### src/rtl/ram_address_controller.sv
// RAM address source: MAR in run mode, front-panel switches plus a debounced write button in manual mode.
// Optional macro RAM_ADDR_AUTO_INC_EN: manual address comes from a pointer that steps after each write.
module ram_address_controller #(
  parameter int DEBOUNCE_CYCLES = 250000,
  parameter int SYNC_STAGES     = 2
) (
  input  logic       clk,
  input  logic       rst_n,
  input  logic       manual_mode,
  input  logic       load_from_bus,
  input  logic [7:0] bus_in,
  input  logic [3:0] address_switches,
  input  logic       write_button,
  output logic [3:0] address,
  output logic       manual_write,
  output logic       busy
);

  localparam int              CNT_W    = $clog2(DEBOUNCE_CYCLES + 1);
  localparam logic [CNT_W-1:0] CNT_LAST = CNT_W'(DEBOUNCE_CYCLES - 1);

  typedef enum logic [2:0] {
    IDLE,
    PRESS_DB,
    PULSE,
    HELD,
    RELEASE_DB
  } state_t;

  state_t                 state_reg, state_next;
  logic [CNT_W-1:0]       cnt_reg, cnt_next;
  logic [SYNC_STAGES-1:0] sync_reg;
  logic [3:0]             mar_reg;
  logic [3:0]             manual_addr;
  logic                   btn_s;

  // The raw button is asynchronous to clk; only the last stage is used.
  always_ff @(posedge clk or negedge rst_n) begin
    if (!rst_n) begin
      sync_reg <= '0;
    end else begin
      sync_reg <= {sync_reg[SYNC_STAGES-2:0], write_button};
    end
  end

  assign btn_s = sync_reg[SYNC_STAGES-1];

  always_ff @(posedge clk or negedge rst_n) begin
    if (!rst_n) begin
      mar_reg <= 4'd0;
    end else if (!manual_mode && load_from_bus) begin
      mar_reg <= bus_in[3:0];
    end
  end

  always_ff @(posedge clk or negedge rst_n) begin
    if (!rst_n) begin
      state_reg <= IDLE;
      cnt_reg   <= '0;
    end else begin
      state_reg <= state_next;
      cnt_reg   <= cnt_next;
    end
  end

  always_comb begin
    state_next = state_reg;
    cnt_next   = cnt_reg;
    case (state_reg)
      IDLE: begin
        if (manual_mode && btn_s) begin
          state_next = PRESS_DB;
          cnt_next   = '0;
        end
      end
      PRESS_DB: begin
        if (!btn_s) begin
          state_next = IDLE;
        end else if (cnt_reg == CNT_LAST) begin
          state_next = PULSE;
        end else begin
          cnt_next = cnt_reg + CNT_W'(1);
        end
      end
      PULSE: begin
        state_next = HELD;
      end
      HELD: begin
        if (!btn_s) begin
          state_next = RELEASE_DB;
          cnt_next   = '0;
        end
      end
      RELEASE_DB: begin
        if (btn_s) begin
          state_next = HELD;
        end else if (cnt_reg == CNT_LAST) begin
          state_next = IDLE;
        end else begin
          cnt_next = cnt_reg + CNT_W'(1);
        end
      end
      default: begin
        state_next = IDLE;
      end
    endcase
    // Leaving programming mode aborts any press in progress without a write.
    if (!manual_mode) begin
      state_next = IDLE;
    end
  end

  assign manual_write = (state_reg == PULSE) && manual_mode;
  assign busy         = (state_reg != IDLE);

`ifdef RAM_ADDR_AUTO_INC_EN
  logic [3:0] ptr_reg;
  logic [3:0] sw_prev_reg;
  logic       mode_prev_reg;

  // Switch activity (or entering manual mode) reloads the pointer and beats a same-cycle increment.
  always_ff @(posedge clk or negedge rst_n) begin
    if (!rst_n) begin
      ptr_reg       <= 4'd0;
      sw_prev_reg   <= 4'd0;
      mode_prev_reg <= 1'b0;
    end else begin
      mode_prev_reg <= manual_mode;
      sw_prev_reg   <= address_switches;
      if ((manual_mode && !mode_prev_reg) || (address_switches != sw_prev_reg)) begin
        ptr_reg <= address_switches;
      end else if (manual_write) begin
        ptr_reg <= ptr_reg + 4'd1;
      end
    end
  end

  assign manual_addr = ptr_reg;
`else
  assign manual_addr = address_switches;
`endif

  always_ff @(posedge clk or negedge rst_n) begin
    if (!rst_n) begin
      address <= 4'd0;
    end else begin
      address <= manual_mode ? manual_addr : mar_reg;
    end
  end

endmodule

### config.mk
export PLATFORM = sky130hd
export DESIGN_NAME = ram_address_controller
export DESIGN_NICKNAME = d
export VERILOG_FILES = /design/src/rtl/ram_address_controller.sv
export SDC_FILE = /design/constraint.sdc
export NUM_CORES = 1
export LEC_CHECK = 0
export BUFFER_PORTS_ARGS = -buffer_cell sky130_fd_sc_hd__buf_4
export CAP_MARGIN = 20
export CELL_PAD_IN_SITES_DETAIL_PLACEMENT = 2
export CELL_PAD_IN_SITES_GLOBAL_PLACEMENT = 2
export CORE_UTILIZATION = 33
export CTS_CLUSTER_DIAMETER = 200
export DETAILED_ROUTE_END_ITERATION = 6
export PLACE_DENSITY = 0.77
export RECOVER_POWER = 25
export SETUP_SLACK_MARGIN = 0.3
export SLEW_MARGIN = 20
export SYNTH_ARGS = -nofsm -noshare
export SYNTH_HDL_FRONTEND = slang
export SYNTH_SLANG_ARGS = --single-unit
### constraint.sdc
create_clock -name clk -period 1.86 [get_ports clk]
set_input_delay 0.093 -clock clk [delete_from_list [all_inputs] [get_ports clk]]
set_output_delay 0.093 -clock clk [all_outputs]
set_load 0.01 [all_outputs]
==> summary.md, run 1 <==
| Metric | Value |
|---|---|
| Outcome | finished with violations |
| Failing checks | setup timing |
| Max Root-Sink Buffers | 2 |
| Reg-to-reg slack, setup | -90 ps |
| Nature of the critical path startpoint | flop |
| Area of the core | approximately 5000 µm² |
| Hold Crit Class | primary input to flop |
| Overall routing resource usage | 0.2899 |
| Max incr delay on CP | ~420 ps |
| Most frequent cells in the layout | 50 x buf_4, 24 x dfrtp_1, 9 x mux2_2, 9 x o31ai_2, 9 x nand2_1 |
| Final hold viol count | 0 |
| Syn_nets | roughly 190 |
| Fmax | just over 0.5 GHz |
| Largest net degree at the start of global routing | 32 |
| Power, Total | around 1.6 mW |
| CTS tree | yes |
| Worst-margin pin slew | around 810 ps |
| Final non-filler cell area | between 2000 and 3000 µm² |
| PortBufs | 18 |
| Initial antenna violation count | 0 |
| Fin cells | slightly above 300 |
| Share of async-settable or async-resettable flops after synthesis | 1.000 |
| Clk_lat worst skew | around 310 ps |
| WL/cell | 28.45 µm |
| Worst Setup End Kind | flop |
| Dpl hpwl | 4047 µm |
| ANT nets after route | 0 |
| Die Ht | 74.83 µm |
| Synth top area cells | dfrtp_1 44%, o31ai_1 7.3%, mux2_2 5.8% |
| Nets | around 260 |
| Share of layout cells above drive strength 1 | 0.5924 |
| Kind of critical path | flop to flop |
| Pwr dens | 587.6 nW/µm² |
| Root Driver | clkbuf_8 |
| Area of the die | 5600 µm² |
| Slew HR | 0.4570 |
| Post-synth top area share | 0.4432 |
| Die width | 74.83 µm |
| Period utilisation layout | 1.050 |
| Vias | between 1,500 and 2,000 |
| H-tree level count | 2 |
| Hold_ws | 24.59 ps |
| Vias in the first global route | around 2,000 |
| Area leader, netlist | dfrtp_1 |
| Post-synthesis sequential area ratio | 0.4432 |
| Vias/cell | slightly below 6 |
| Pleak | around 1.1 nW |
| Routed WL | 8763 µm |
| Clock Pin Slew Worst Setup and Hold Paths | roughly 90 ps |
| Placed cells | 270 |
| Initial DRC count | 72 |
| Number of flops mapped to enable cells by yosys | 0 |
| Avg Cell Area, Syn | 10.06 µm² |
| Synth-to-Final Area Change | 59.47% |
| Ant. Diodes | 0 |
| Site Rows | 26 |
| MaxCap Viol Count | 0 |
| DR pass1 iterations | 4 |
| CP cell instances | nor4_2 > nand3b_1 > buf_4 > nor4_4 > buf_6 > buf_12 > a211oi_2 > o22ai_2 |
| RSZ-0062 raised after global routing | yes |
| Synth Flop Type | dfrtp_1 |
| Max FO, Critical Path | 8 |
| Fin. max-slew vios | 0 |
| Gate Count Post-Synth | 174 |
| Syn Std Cell Area | approximately 1800 µm² |
| Crit-path slowest cell | dfrtp_1 |
| Commonest non-fill, non-tap cell in the layout | buf_4 |
| CTS Buf Count | 5 |
| Setup Viol. Count Final | 18 |
| Clock sink count | 31 |
| DRC | 0 |
| Arr. time, crit path | 2180 ps |
| Area after DPL | 2088 µm² |
| Worst Setup Slack post-DPL | -193.9 ps |
| First-pass GRT wire length | around 11,000 µm |
| Top-level I/O count | 23 |
| Synth Warn # | 0 |
| PnR worst setup slack | -93.00 ps |
| Gr ovfl total | 0 |
| Distinct cells, synth | 44 |
| Routability cong. | 0.7621 |
| Initial core utilization | 0.3427 |
| Largest register FFs | 18 |
| Number of synthesized register bits | 31 |
| Skew final | roughly 16 ps |
| Worst vdd ir | roughly 0.00034 V |
| CP Data Required Time | about 2100 ps |
| Min cycle time layout | 1953 ps |
==> cells in the mapped netlist (4+ instances only) <==
cell type / n
a31oi_1: 6
o31ai_1: 17
nor3_1: 5
nand4_1: 4
o21ai_0: 9
a21oi_1: 4
nor2b_1: 4
o22ai_1: 4
nor2_1: 8
mux2_2: 9
nand2b_1: 5
nand2_1: 10
inv_1: 5
dfrtp_1: 31
nand3_1: 11
==> area by class of cell <==
type                            count  area (µm²)
Sequential cell                    31       784.5
Clock inverter                      3       20.02
Timing Repair Buffer               66       585.6
Fill cell                         502        2316
Tap cell                           70       87.58
Clock buffer                        5       68.82
Multi-Input combinational cell    128        1226
Inverter                            5       18.77
==> final timing paths <==
kind | to | from | depth (start not counted)
max in group asynchronous | state_reg[1] | rst_n | 2
min in group asynchronous | cnt_reg[4] | rst_n | 2
max | cnt_reg[13] | cnt_reg[8] | 8
min reg2reg | sync_reg[1] | sync_reg[0] | 0
min | address[1] | address_switches[1] | 2
max reg2reg | cnt_reg[13] | cnt_reg[8] | 8
==> report_power, final <==
part | total, mW | switching (mW) | internal, mW
sequential | 0.740 | 0.0291 | 0.710
clock | 0.597 | 0.336 | 0.261
combinational | 0.303 | 0.164 | 0.139
total | 1.64 | 0.529 | 1.11
==> metrics by stage <==
step | utilization | TNS (ps)
floorplan | - | 0
global placement | 0.4089 | 0
detailed placement | 0.4089 | -261.9
CTS | 0.5127 | 0
global route | 0.5465 | -2717
finish | 0.5465 | -924.0
==> repair_timing <==
| action | 4_1_cts | 5_1_grt |
|---|---|---|
| hold buffers | 2 | 0 |
| pin swaps | 20 | 14 |
| resized for setup | 57 | 16 |
| setup buffers | 14 | 12 |
| cloned | 2 | 0 |
| hold endpoints to repair | 32 | 0 |
| endpoints found under the setup margin | 21 | 22 |
==> routing by layer <==
layer / track usage / vias up / part of all wire
met2: 0.5275 / 59 / 0.53
li1: - / 791 / -
met4: 0.1426 / 0 / 0.044
met5: 0 / - / 0
met3: 0.05489 / 36 / 0.038
met1: 0.3228 / 945 / 0.39
==> logic make-up (layout without fill, tap and decap cells) <==
| logic type | after synthesis | count (layout) | synth area share |
|---|---|---|---|
| multiplexers | 9 | 9 | 0.05790 |
| buffers and inverters | 16 | 79 | 0.07148 |
| AND/OR/NAND/NOR | 65 | 66 | 0.2173 |
| flip-flops | 31 | 31 | 0.4432 |
| adder cells (fa/ha/maj) | 1 | 1 | 0.007147 |
| AO/OA/AOI/OAI | 52 | 52 | 0.2030 |
==> worst max-delay path: cells and delay by family (launching register included) <==
| kind | cells | cell delay [ps] |
|---|---|---|
| AND/OR/NAND/NOR | 3 | 680 |
| AO/OA/AOI/OAI | 2 | 220 |
| buffers and inverters | 3 | 540 |
| flip-flops | 1 | 420 |
No activity file was read; power rests on OpenSTA's default activity.
==> inputs of run 2 (changes only) <==
==> constraint.sdc (replaced) <==
create_clock -name clk -period 1.86 [get_ports clk]
set_input_delay 0.279 -clock clk [delete_from_list [all_inputs] [get_ports clk]]
set_output_delay 0.279 -clock clk [all_outputs]
set_load 0.01 [all_outputs]
==> summary.md, run 2 (same netlist as run 1, synthesis figures left out) <==
| Metric | Value |
|---|---|
| Outcome | finished with violations (unchanged) |
| Failing checks | setup timing (unchanged) |
| Largest register FFs | 18 (unchanged) |
| Root Driver | clkbuf_8 (unchanged) |
| Arr. time, crit path | 2160 ps (was 2180 ps) |
| Kind of critical path | flop to flop (unchanged) |
| Top-level I/O count | 23 (unchanged) |
| Share of layout cells above drive strength 1 | 0.6034 (was 0.5924) |
| CTS Buf Count | 5 (unchanged) |
| Worst Setup End Kind | flop (unchanged) |
| Max incr delay on CP | 450 ps (was 420 ps) |
| Clk_lat worst skew | 290 ps (was 310 ps) |
| Area of the core | 5107 µm² (unchanged) |
| Commonest non-fill, non-tap cell in the layout | buf_4 (unchanged) |
| Hold_ws | 120.5 ps (was 24.59 ps) |
| Overall routing resource usage | 0.2780 (was 0.2899) |
| Max Root-Sink Buffers | 2 (unchanged) |
| Pleak | 1.148 nW (was 1.110 nW) |
| PortBufs | 18 (unchanged) |
| CP most frequent cell | nor4_4 |
| Routed WL | 8597 µm (was 8763 µm) |
| Reg-to-reg slack, setup | -120 ps (was -90 ps) |
| Top cell family by delay on the critical path | simple AND/OR/NAND/NOR gates (unchanged) |
| Crit Reg-Reg Startpoint | cnt_reg[6] (was cnt_reg[8]) |
| Min-Delay Startpoint | write_button (was address_switches[1]) |
| Worst vdd ir | 0.0004094 V (was 0.0003358 V) |
| Slew HR | 0.4525 (was 0.4570) |
| Hold path endpoint | sync_reg[0] (was address[1]) |
| Fmax | 0.5058 GHz (was 0.5120 GHz) |
| Hold path depth | 1 (was 2) |
| Skew final | 9.238 ps (was 15.91 ps) |
| Routability cong. | 0.8151 (was 0.7621) |
| Worst R2R Path Depth | 8 (unchanged) |
| Final hold viol count | 0 (unchanged) |
| Die width | 74.83 µm (unchanged) |
| Dpl hpwl | 3787 µm (was 4047 µm) |
| DRC | 0 (unchanged) |
| Period utilisation layout | 1.063 (was 1.050) |
| Initial core utilization | 0.3427 (unchanged) |
| Vias/cell | 5.990 (was 5.945) |
| First-pass GRT wire length | 11,070 µm (was 11,330 µm) |
| MaxCap Viol Count | 0 (unchanged) |
| Gr ovfl total | 0 (unchanged) |
| CP Launch Point | cnt_reg[6] (was cnt_reg[8]) |
| Power, Total | 1.692 mW (was 1.640 mW) |
| Pwr dens | 591.6 nW/µm² (was 587.6 nW/µm²) |
| Synth-to-Final Area Change | 63.40% (was 59.47%) |
| RSZ-0062 raised after global routing | yes (unchanged) |
| Hold Crit Class | primary input to flop (unchanged) |
| H-tree level count | 2 (unchanged) |
| Clock sink count | 31 (unchanged) |
| Most frequent cells in the layout | 47 x buf_4, 23 x dfrtp_1, 10 x buf_6 (was 50 x buf_4, 24 x dfrtp_1, 9 x mux2_2, 9 x o31ai_2, 9 x nand2_1) |
| Vias | 1,839 (was 1,831) |
| Worst-margin pin slew | 821.3 ps (was 814.5 ps) |
| Ant. Diodes | 0 (unchanged) |
| WL/cell | 28.00 µm (was 28.45 µm) |
| PnR worst setup slack | -116.9 ps (was -93.00 ps) |
| Largest net degree at the start of global routing | 32 (unchanged) |
| Vias in the first global route | 1,930 (was 1,980) |
| Clock Pin Slew Worst Setup and Hold Paths | 80 ps (was 90 ps) |
| Initial DRC count | 132 (was 72) |
| Buf+Inv Stages, Crit Path | 3 (unchanged) |
| CP Data Required Time | 2050 ps (was 2080 ps) |
| ANT nets after route | 0 (unchanged) |
| Max FO, Critical Path | 8 (unchanged) |
| CTS tree | yes (unchanged) |
| Fin. max-slew vios | 0 (unchanged) |
| CP cell instances | nor4_4 > nand3b_1 > buf_4 > nor4_4 > buf_6 > buf_12 > a211oi_2 > o22ai_1 (was nor4_2 > nand3b_1 > buf_4 > nor4_4 > buf_6 > buf_12 > a211oi_2 > o22ai_2) |
| Crit-path slowest cell | dfrtp_2 (was dfrtp_1) |
| DR pass1 iterations | 4 (unchanged) |
| Nets | 254 (was 255) |
| Worst r2r dst | cnt_reg[3] (was cnt_reg[13]) |
| Die Ht | 74.83 µm (unchanged) |
| Area of the die | 5600 µm² (unchanged) |
| Site Rows | 26 (unchanged) |
| Nature of the critical path startpoint | flop (unchanged) |
| Setup Viol. Count Final | 14 (was 18) |
| Min cycle time layout | 1977 ps (was 1953 ps) |
| Filler instances | 500 (was 502) |
| Initial antenna violation count | 0 (unchanged) |
## run 2: timing repair
action | CTS | global route
setup endpoints to repair | 23 | 23
hold endpoints to repair | 31 | 0
cloned | 3 | 0
setup buffers | 13 | 11
hold buffers | 1 | 0
gates resized for setup | 52 | 31
pin swaps | 16 | 18
## run 2: worst reg2reg max path: stages, from the launching register on
cell and delay, ps:
dfrtp_2 450, nor4_4 290, nand3b_1 210, buf_4 200, nor4_4 140, buf_6 180, buf_12 150, a211oi_2 60
o22ai_1 200
## run 2: power breakdown
part / internal, mW / switching, mW
clock: 0.338 / 0.278
sequential: 0.711 / 0.0314
combinational: 0.155 / 0.179
## run 2: area by class of cell
cell class | instances | area (µm²) | share of cell area
clock buffers | 8 | 100.1 | 0.03500
inverters | 5 | 18.77 | 0.006562
multi-input cells | 128 | 1265 | 0.4423
flip-flops and latches | 31 | 785.8 | 0.2747
well taps | 70 | 87.58 | 0.03062
repair buffers | 65 | 603.1 | 0.2108
## run 2: worst max path at each step
stage	end	slack (ps)	cells past startpoint
floorplan	cnt_reg[6]	40	7
global placement	cnt_reg[16]	40	6
detailed placement	cnt_reg[12]	-30	6
CTS	cnt_reg[3]	60	7
global route	cnt_reg[10]	-230	8
finish	cnt_reg[3]	-120	8
## run 2: layer usage
| metal | global-route usage | part of all wire |
|---|---|---|
| met1 | 0.3397 | 0.42 |
| met2 | 0.4845 | 0.51 |
| met3 | 0.04819 | 0.033 |
| met4 | 0.1132 | 0.041 |
| met5 | 0 | 0 |
## run 2: per-stage QoR
stage / std cells / setup WS, ps / area, µm² / setup TNS, ps / util
after floorplan: 174 / 39.27 / 1810 / 0 / -
after global placement: 271 / 35.92 / 2096 / 0 / 0.4103
after detailed placement: 271 / -30.51 / 2096 / -30.51 / 0.4103
after CTS: 296 / 57.45 / 2626 / 0 / 0.5142
after global routing: 307 / -228.7 / 2860 / -2391 / 0.5600
final: 307 / -116.9 / 2860 / -687.3 / 0.5600
==> inputs of run 3 (changes only) <==
--- a/config.mk
+++ b/config.mk
@@ -12,6 +12,7 @@
 export CORE_UTILIZATION = 33
 export CTS_CLUSTER_DIAMETER = 200
 export DETAILED_ROUTE_END_ITERATION = 6
+export MAX_ROUTING_LAYER = met4
 export PLACE_DENSITY = 0.77
 export RECOVER_POWER = 25
 export SETUP_SLACK_MARGIN = 0.3
==> summary.md, run 3 (same netlist as run 1, synthesis figures left out) <==
| Metric | Value |
|---|---|
| Fin cells | 308 (was 307) |
| Fin. max-slew vios | 0 (unchanged) |
| Top cell family by delay on the critical path | simple AND/OR/NAND/NOR gates (unchanged) |
| Area of the die | 5600 µm² (unchanged) |
| First-pass GRT wire length | 11,070 µm (about the same) |
| Initial antenna violation count | 0 (unchanged) |
| H-tree level count | 2 (unchanged) |
| Final hold viol count | 0 (unchanged) |
| Max Root-Sink Buffers | 2 (unchanged) |
| CTS tree | yes (unchanged) |
| Worst Setup End Kind | flop (unchanged) |
| Synth-to-Final Area Change | 64.55% (was 63.40%) |
| Gr ovfl total | 0 (unchanged) |
| Root Driver | clkbuf_8 (unchanged) |
| Worst-margin pin slew | 817.0 ps (was 821.3 ps) |
| Pleak | 1.158 nW (was 1.148 nW) |
| Overall routing resource usage | 0.2874 (was 0.2780) |
| Worst vdd ir | 0.0004020 V (was 0.0004094 V) |
| Routing usage on met3 | 0.04685 (was 0.04819) |
| Initial DRC count | 90 (was 132) |
| Power, Total | 1.708 mW (was 1.692 mW) |
| Dpl hpwl | 3787 µm (unchanged) |
| PortBufs | 18 (unchanged) |
| Max FO, Critical Path | 5 (was 8) |
| Crit-path slowest cell | or3_4 (was dfrtp_2) |
| Most frequent cells in the layout | 47 x buf_4, 23 x dfrtp_1, 11 x buf_6 (was 47 x buf_4, 23 x dfrtp_1, 10 x buf_6) |
| Clock sink count | 31 (unchanged) |
| Vias/cell | 5.890 (was 5.990) |
| Outcome | finished with violations (unchanged) |
| Routed WL | 8537 µm (was 8597 µm) |
| Buf+Inv Stages, Crit Path | 0 (was 3) |
| Period utilisation layout | 1.056 (was 1.063) |
| CP Data Required Time | 2030 ps (was 2050 ps) |
| Commonest non-fill, non-tap cell in the layout | buf_4 (unchanged) |
| Largest register FFs | 18 (unchanged) |
| Site Rows | 26 (unchanged) |
| Most Crowded Layer GR | met2 (unchanged) |
| Die width | 74.83 µm (unchanged) |
| GR Util met1 | 0.3439 (was 0.3397) |
| CP cell instances | nor4_4 > nand3b_1 > or3_4 > a21oi_2 > o32ai_1 (was nor4_4 > nand3b_1 > buf_4 > nor4_4 > buf_6 > buf_12 > a211oi_2 > o22ai_1) |
| Area of the core | 5107 µm² (unchanged) |
| DR pass1 iterations | 4 (unchanged) |
| GRT met2 Usage | 0.4825 (was 0.4845) |
| Slew HR | 0.4554 (was 0.4525) |
| Pwr dens | 592.9 nW/µm² (was 591.6 nW/µm²) |
| Fmax | 0.5089 GHz (was 0.5058 GHz) |
| Nature of the critical path startpoint | flop (unchanged) |
| Nets | 255 (was 254) |
| DRC | 0 (unchanged) |
| Share of layout cells above drive strength 1 | 0.6134 (was 0.6034) |
| Kind of critical path | flop to flop (unchanged) |
| Die Ht | 74.83 µm (unchanged) |
| Clk_lat worst skew | 300 ps (was 290 ps) |
| Top-level I/O count | 23 (unchanged) |
| Vias in the first global route | 1,938 (was 1,930) |
| RSZ-0062 raised after global routing | yes (unchanged) |
| Failing checks | setup timing (unchanged) |
| Skew final | 12.48 ps (was 9.238 ps) |
| Hold Crit Class | primary input to flop (unchanged) |
| Vias | 1,814 (was 1,839) |
| CTS Buf Count | 5 (unchanged) |
| Clock Pin Slew Worst Setup and Hold Paths | 80 ps (about the same) |
| WL/cell | 27.72 µm (was 28.00 µm) |
| MaxCap Viol Count | 0 (unchanged) |
| Routability cong. | 0.8272 (was 0.8151) |
| Largest net degree at the start of global routing | 32 (unchanged) |
| Setup Viol. Count Final | 14 (unchanged) |
| ANT nets after route | 0 (unchanged) |
| Arr. time, crit path | 2130 ps (was 2160 ps) |
| Initial core utilization | 0.3427 (unchanged) |
| PnR worst setup slack | -104.8 ps (was -116.9 ps) |
| Max incr delay on CP | 540 ps (was 450 ps) |
| Worst Setup Slack post-DPL | -30.51 ps (unchanged) |
| Ant. Diodes | 0 (unchanged) |
| Placed cells | 271 (unchanged) |
| Min cycle time layout | 1965 ps (was 1977 ps) |
-- run 3: power breakdown --
group | switching, mW | leakage (nW) | internal, mW
registers | 0.0309 | 0.395 | 0.711
logic | 0.179 | 0.712 | 0.156
clock network | 0.292 | 0.0515 | 0.338
total | 0.502 | 1.16 | 1.21
-- run 3: cell type report --
cell class	count	area, µm²
fill	504	2227
multi-input combinational	128	1274
sequential	31	785.8
timing repair buffer	66	614.3
clock buffer	8	100.1
tap	70	87.58
inverter	5	18.77
-- run 3: timing repair --
item | CTS | global route
endpoints found under the setup margin | 23 | 23
setup buffers | 13 | 12
hold buffers | 1 | 0
cloned | 3 | 0
endpoints found under the hold margin | 31 | 0
pin swaps | 16 | 17
resized for setup | 52 | 34
-- run 3: final timing paths --
kind                       slack (ps)  cells past startpoint    startpoint           end
max in group asynchronous         690                      2         rst_n  state_reg[1]
setup reg to reg                 -100                      5    cnt_reg[6]  state_reg[0]
setup / recovery                 -100                      5    cnt_reg[6]  state_reg[0]
min in group asynchronous         600                      2         rst_n    cnt_reg[5]
hold reg to reg                   410                      0   sync_reg[0]   sync_reg[1]
hold / removal                    120                      1  write_button   sync_reg[0]
-- run 3: worst register-to-register path: cells and delay by family, from the launching register on --
kind / cells / cell delay [ps]
AO/OA/AOI/OAI: 2 / 350
flip-flops: 1 / 460
AND/OR/NAND/NOR: 3 / 1030
-- run 3: metrics by stage --
| step | instance area (µm²) | hold slack, ps | setup TNS, ps | util |
|---|---|---|---|---|
| final | 2880 | 116.8 | -689.0 | 0.5639 |
| after global routing | 2880 | 110.2 | -1970 | 0.5639 |
| after CTS | 2626 | 102.0 | 0 | 0.5142 |
| after detailed placement | 2096 | 241.0 | -30.51 | 0.4103 |
| after global placement | 2096 | 229.5 | 0 | 0.4103 |
| after floorplan | 1810 | -16.59 | 0 | - |
-- run 3: layer usage --
| metal | part of all wire | vias up |
|---|---|---|
| met5 | 0 | - |
| met4 | 0.025 | 0 |
| met3 | 0.029 | 18 |
| met2 | 0.52 | 51 |
| met1 | 0.42 | 952 |
| li1 | - | 793 |
